===== src/rtl/piso_serializer.sv =====
// piso_serializer
//   Parallel-in / serial-out transmitter. Accepts a WIDTH-bit word on a
//   load/ready handshake and shifts it out MSB-first, one bit per clock,
//   with frame_start on the first bit and done on the last bit.
//
// Parameters
//   WIDTH        data word width (>= 2)
//
// Ports
//   clk          system clock, rising edge
//   rst_n        asynchronous active-low reset
//   din          parallel word to transmit
//   load         source valid; accepted when load && ready at a clk edge
//   ready        idle, able to accept a word
//   sout         serial data, MSB first
//   sout_valid   sout carries a frame bit this cycle
//   frame_start  pulse on the first bit of a frame
//   done         pulse on the last bit of a frame
//
// Build option
//   SERIALIZER_PARITY_EN  appends an even-parity bit (XOR of din) after the
//                         LSB; done then marks the parity bit instead.

module piso_serializer #(
  parameter int unsigned WIDTH = 8
) (
  input  logic             clk,
  input  logic             rst_n,
  input  logic [WIDTH-1:0] din,
  input  logic             load,
  output logic             ready,
  output logic             sout,
  output logic             sout_valid,
  output logic             frame_start,
  output logic             done
);

`ifdef SERIALIZER_PARITY_EN
  localparam int unsigned FRAME = WIDTH + 1;
`else
  localparam int unsigned FRAME = WIDTH;
`endif
  localparam int unsigned CW = $clog2(WIDTH + 1);

  typedef enum logic {
    IDLE,
    SHIFT
  } state_t;

  state_t           state, state_n;
  logic [FRAME-1:0] shreg, shreg_n;
  logic [CW-1:0]    cnt, cnt_n;
  logic             ready_n;
  logic             valid_n;
  logic             fs_n;
  logic             done_n;
  logic [FRAME-1:0] load_word;

  // Parity rides in the shift register below the LSB, so the frame is just
  // one bit longer and the counter starts one higher.
`ifdef SERIALIZER_PARITY_EN
  assign load_word = {din, ^din};
`else
  assign load_word = din;
`endif

  // sout is the shift register MSB; clearing the register on frame exit
  // gives sout=0 while idle without a separate flop.
  assign sout = shreg[FRAME-1];

  always_ff @(posedge clk or negedge rst_n) begin
    if (!rst_n) begin
      state       <= IDLE;
      shreg       <= '0;
      cnt         <= '0;
      ready       <= 1'b1;
      sout_valid  <= 1'b0;
      frame_start <= 1'b0;
      done        <= 1'b0;
    end else begin
      state       <= state_n;
      shreg       <= shreg_n;
      cnt         <= cnt_n;
      ready       <= ready_n;
      sout_valid  <= valid_n;
      frame_start <= fs_n;
      done        <= done_n;
    end
  end

  always_comb begin
    state_n = state;
    shreg_n = shreg;
    cnt_n   = cnt;
    ready_n = ready;
    valid_n = sout_valid;
    fs_n    = 1'b0;
    done_n  = 1'b0;

    case (state)
      IDLE: begin
        ready_n = 1'b1;
        valid_n = 1'b0;
        shreg_n = '0;
        if (load) begin
          state_n = SHIFT;
          shreg_n = load_word;
          cnt_n   = CW'(FRAME - 1);
          ready_n = 1'b0;
          valid_n = 1'b1;
          fs_n    = 1'b1;
        end
      end

      SHIFT: begin
        if (cnt != '0) begin
          shreg_n = {shreg[FRAME-2:0], 1'b0};
          cnt_n   = cnt - CW'(1);
          done_n  = (cnt == CW'(1));
          ready_n = 1'b0;
          valid_n = 1'b1;
        end else begin
          state_n = IDLE;
          shreg_n = '0;
          cnt_n   = '0;
          ready_n = 1'b1;
          valid_n = 1'b0;
        end
      end

      default: begin
        state_n = IDLE;
        shreg_n = '0;
        cnt_n   = '0;
        ready_n = 1'b1;
        valid_n = 1'b0;
      end
    endcase
  end

endmodule


===== config.mk =====
export PLATFORM = sky130hd
export DESIGN_NAME = piso_serializer
export DESIGN_NICKNAME = d
export VERILOG_FILES = /design/src/rtl/piso_serializer.sv
export SDC_FILE = /design/constraint.sdc
export NUM_CORES = 1
export LEC_CHECK = 0
export ABC_AREA = 1
export CAP_MARGIN = 20
export CORE_MARGIN = 5
export CORE_UTILIZATION = 49
export DETAILED_ROUTE_END_ITERATION = 8
export GPL_ROUTABILITY_DRIVEN = 0
export PLACE_DENSITY = 0.79
export SLEW_MARGIN = 20
export SYNTH_ARGS = -nofsm -noshare
export SYNTH_HDL_FRONTEND = slang
export SYNTH_SLANG_ARGS = --single-unit
export TNS_END_PERCENT = 100

===== constraint.sdc =====
create_clock -name clk -period 2.5 [get_ports clk]
set_input_delay 0.5 -clock clk [delete_from_list [all_inputs] [get_ports clk]]
set_output_delay 0.5 -clock clk [all_outputs]
set_load 0.05 [all_outputs]

==> results by group <==
Critical path
  • Slowest-stage cell, CP: clkdlybuf4s50_1
  • Cell family with most CP delay: buffers and inverters
  • CP peak stage delay: 0.89 ns
  • Setup CP Type: flop to output pin
  • WP depth: 1
  • Critical path required time: 2.00 ns
  • CP max FO: 13
  • CP cell instances: clkdlybuf4s50_1
  • CP endpoint: sout_valid
  • Crit path from: state
  • Reg-to-reg startpoint: state
  • R2R depth: 5
  • Crit end category: output pin
  • Worst path bufs/invs: 1
  • Worst setup SP type: flop
  • Worst EP arrival: 1.75 ns
  • R2R Path End: shreg[6]
  • R2R Setup Slk: 1.32 ns

Placed design
  • Area of placed instances: 820 sq um
  • # port buffers: 15
  • Post-DP HPWL: 880 microns

Global routing
  • Antenna violations before repair: 0
  • Vias in the first global route: 464
  • First-pass GRT wire length: 1970 microns
  • Largest net degree at the start of global routing: 17
  • GRT overflow: 0
  • Total GRT Usage: 14.0%

Cells and area
  • Layout area overhead: 29.0%
  • Layout cell share with drive strength beyond 1: 13.8%
  • Final Cell Area: 846 sq um
  • ANT cells: 0
  • Fin nets: 99

Floorplanning
  • Core box area: 0.00128 sq mm
  • Initial core utilization: 51.0%
  • # IOs: 16
  • Cell Rows: 13
  • Die H: 46.6 microns
  • DIE AREA: 0.00217 sq mm
  • Die Span X: 46.6 microns

Detailed routing
  • Drt pass-1 iters: 4
  • Vias post-DR: 498
  • First DRT Iteration DRCs: 12
  • Final WL: 1170 microns
  • Antenna Nets Post-Route: 0
  • # DRC: 0
  • WL/cell: 11.5 microns
  • Via/cell ratio: 4.88

Timing
  • Final Skew: 0.00578 ns
  • Total negative slack: 0 ns
  • RSZ-0062 raised after global routing: no
  • Slew Limit Fails: 0
  • Fmax: 444 MHz
  • Min cycle time layout: 2.25 ns
  • Slew @ Worst Pin: 0.673 ns
  • Final setup viols: 0
  • Hold Vio Cnt, Final: 0
  • Normalized max-slew margin: 55.0%
  • Tcrit/Tclk final: 90.1%

CTS
  • CTS buffer count: 3
  • PostCTS Resize Cnt: 0
  • Clock sink total: 16
  • Clock slew at reported path FFs: 0.09 ns
  • CTS Buffer Depth: 2
  • Postcts setup bufs: 0
  • Clock Latency Late Sink: 0.28 ns
  • CTS tree: yes
  • H-tree depth: 1
  • Hold buffer count at cts: 0
  • Root Driver: clkbuf_4

Synth
  • Synthesized area: 656 sq um
  • Yosys reg bits: 16
  • Post-synthesis cell count: 69
  • Netlist cell types: 16
  • Avg Cell Area, Syn: 9.50 sq um
  • Post-synth net total: 80
  • Seq/Total Area, Yosys: 61.3%
  • Synth warn: 0

Pwr
  • Pwr dens: 1140 mW/mm^2
  • Leakage: 0.000427 uW
  • Peak supply drop: 0.881 mV

Run
  • MaxCap Viol Count: 0

Status
  • Outcome: finished clean

Min path
  • Worst Hold Class: flop to flop
  • Hold Path Cell Cnt: 2
[sequential cells by signal, indices dropped and copies added (netlist names)]
| name | cells |
|---|---|
| ready | 1 |
| cnt | 4 |
| state | 1 |
| done | 1 |
| shreg | 8 |
| frame_start | 1 |
[metrics by stage]
stage	total power [uW]	hold WS, ns	worst slack, ns	util, %	std cells
floorplan	713	0.204	1.32	-	69
global placement	822	0.459	0.567	63.8	98
detailed placement	835	0.461	0.545	63.8	98
CTS	977	0.485	0.225	65.8	102
global route	1030	0.522	0.151	65.8	102
finish	964	0.483	0.248	65.8	102
[cell usage in the layout (no fill, tap or decap)]
cell / n
nor4_1: 1
a21oi_1: 2
inv_1: 4
dfrtp_1: 15
dfstp_2: 1
clkbuf_4: 3
clkbuf_1: 1
nor2_2: 1
clkdlybuf4s50_1: 15
nor2_4: 1
nand2_1: 21
nand2_4: 1
nand3_1: 11
nor2_1: 2
inv_2: 4
o21ai_4: 1
a31oi_1: 1
o21ai_0: 2
[synth_stat cells]
cell,count,area [sq um]
a21oi_1,2,10.0
a31oi_1,1,6.26
buf_2,1,5.00
dfrtp_1,15,375
dfstp_2,1,26.3
inv_1,4,15.0
inv_2,4,15.0
nand2_1,21,78.8
nand2_4,1,11.3
nand3_1,11,55.1
nor2_1,2,7.51
nor2_2,1,6.26
nor2_4,1,11.3
nor4_1,1,6.26
o21ai_0,2,10.0
o21ai_4,1,16.3
[metal layers]
| metal | track usage (%) | wire, microns | up-vias |
|---|---|---|---|
| met2 | 21.4 | 599 | 11 |
| met3 | 4.69 | 58 | 4 |
| met5 | 0 | 0 | - |
| met1 | 15.4 | 494 | 226 |
| li1 | - | - | 257 |
| met4 | 11.9 | 21 | 0 |
[final cells by class]
type | instances | area (sq um)
well taps | 15 | 18.8
inverters | 8 | 30.0
multi-input cells | 44 | 219
clock buffers | 4 | 26.3
repair buffers | 15 | 150
flip-flops and latches | 16 | 402
fillers | 113 | 439
[how the worst min path moves through the flow]
stage / from / endpoint / slack, ns
3_3_place_gp: shreg[2] / shreg[3] / 0.46
3_5_place_dp: shreg[4] / shreg[5] / 0.46
6_report: shreg[4] / shreg[5] / 0.48
4_1_cts: shreg[4] / shreg[5] / 0.49
2_1_floorplan: rst_n / cnt[0] / 0.20
5_1_grt: shreg[6] / shreg[7] / 0.52
[kinds of logic (layout without fill, tap and decap cells)]
| group | Yosys count | count (layout) | share of synthesized area [%] |
|---|---|---|---|
| and+or+nand+nor | 38 | 38 | 26.9 |
| DFF | 16 | 16 | 61.3 |
| buffers and inverters | 9 | 27 | 5.34 |
| AOI/OAI and AO/OA | 6 | 6 | 6.49 |
[power breakdown]
group          switching [uW]  internal (uW)
Clock                    76.4           61.9
Sequential               71.1            351
Combinational             263            141
Total                     410            554
No activity file was read; power rests on OpenSTA's default activity.
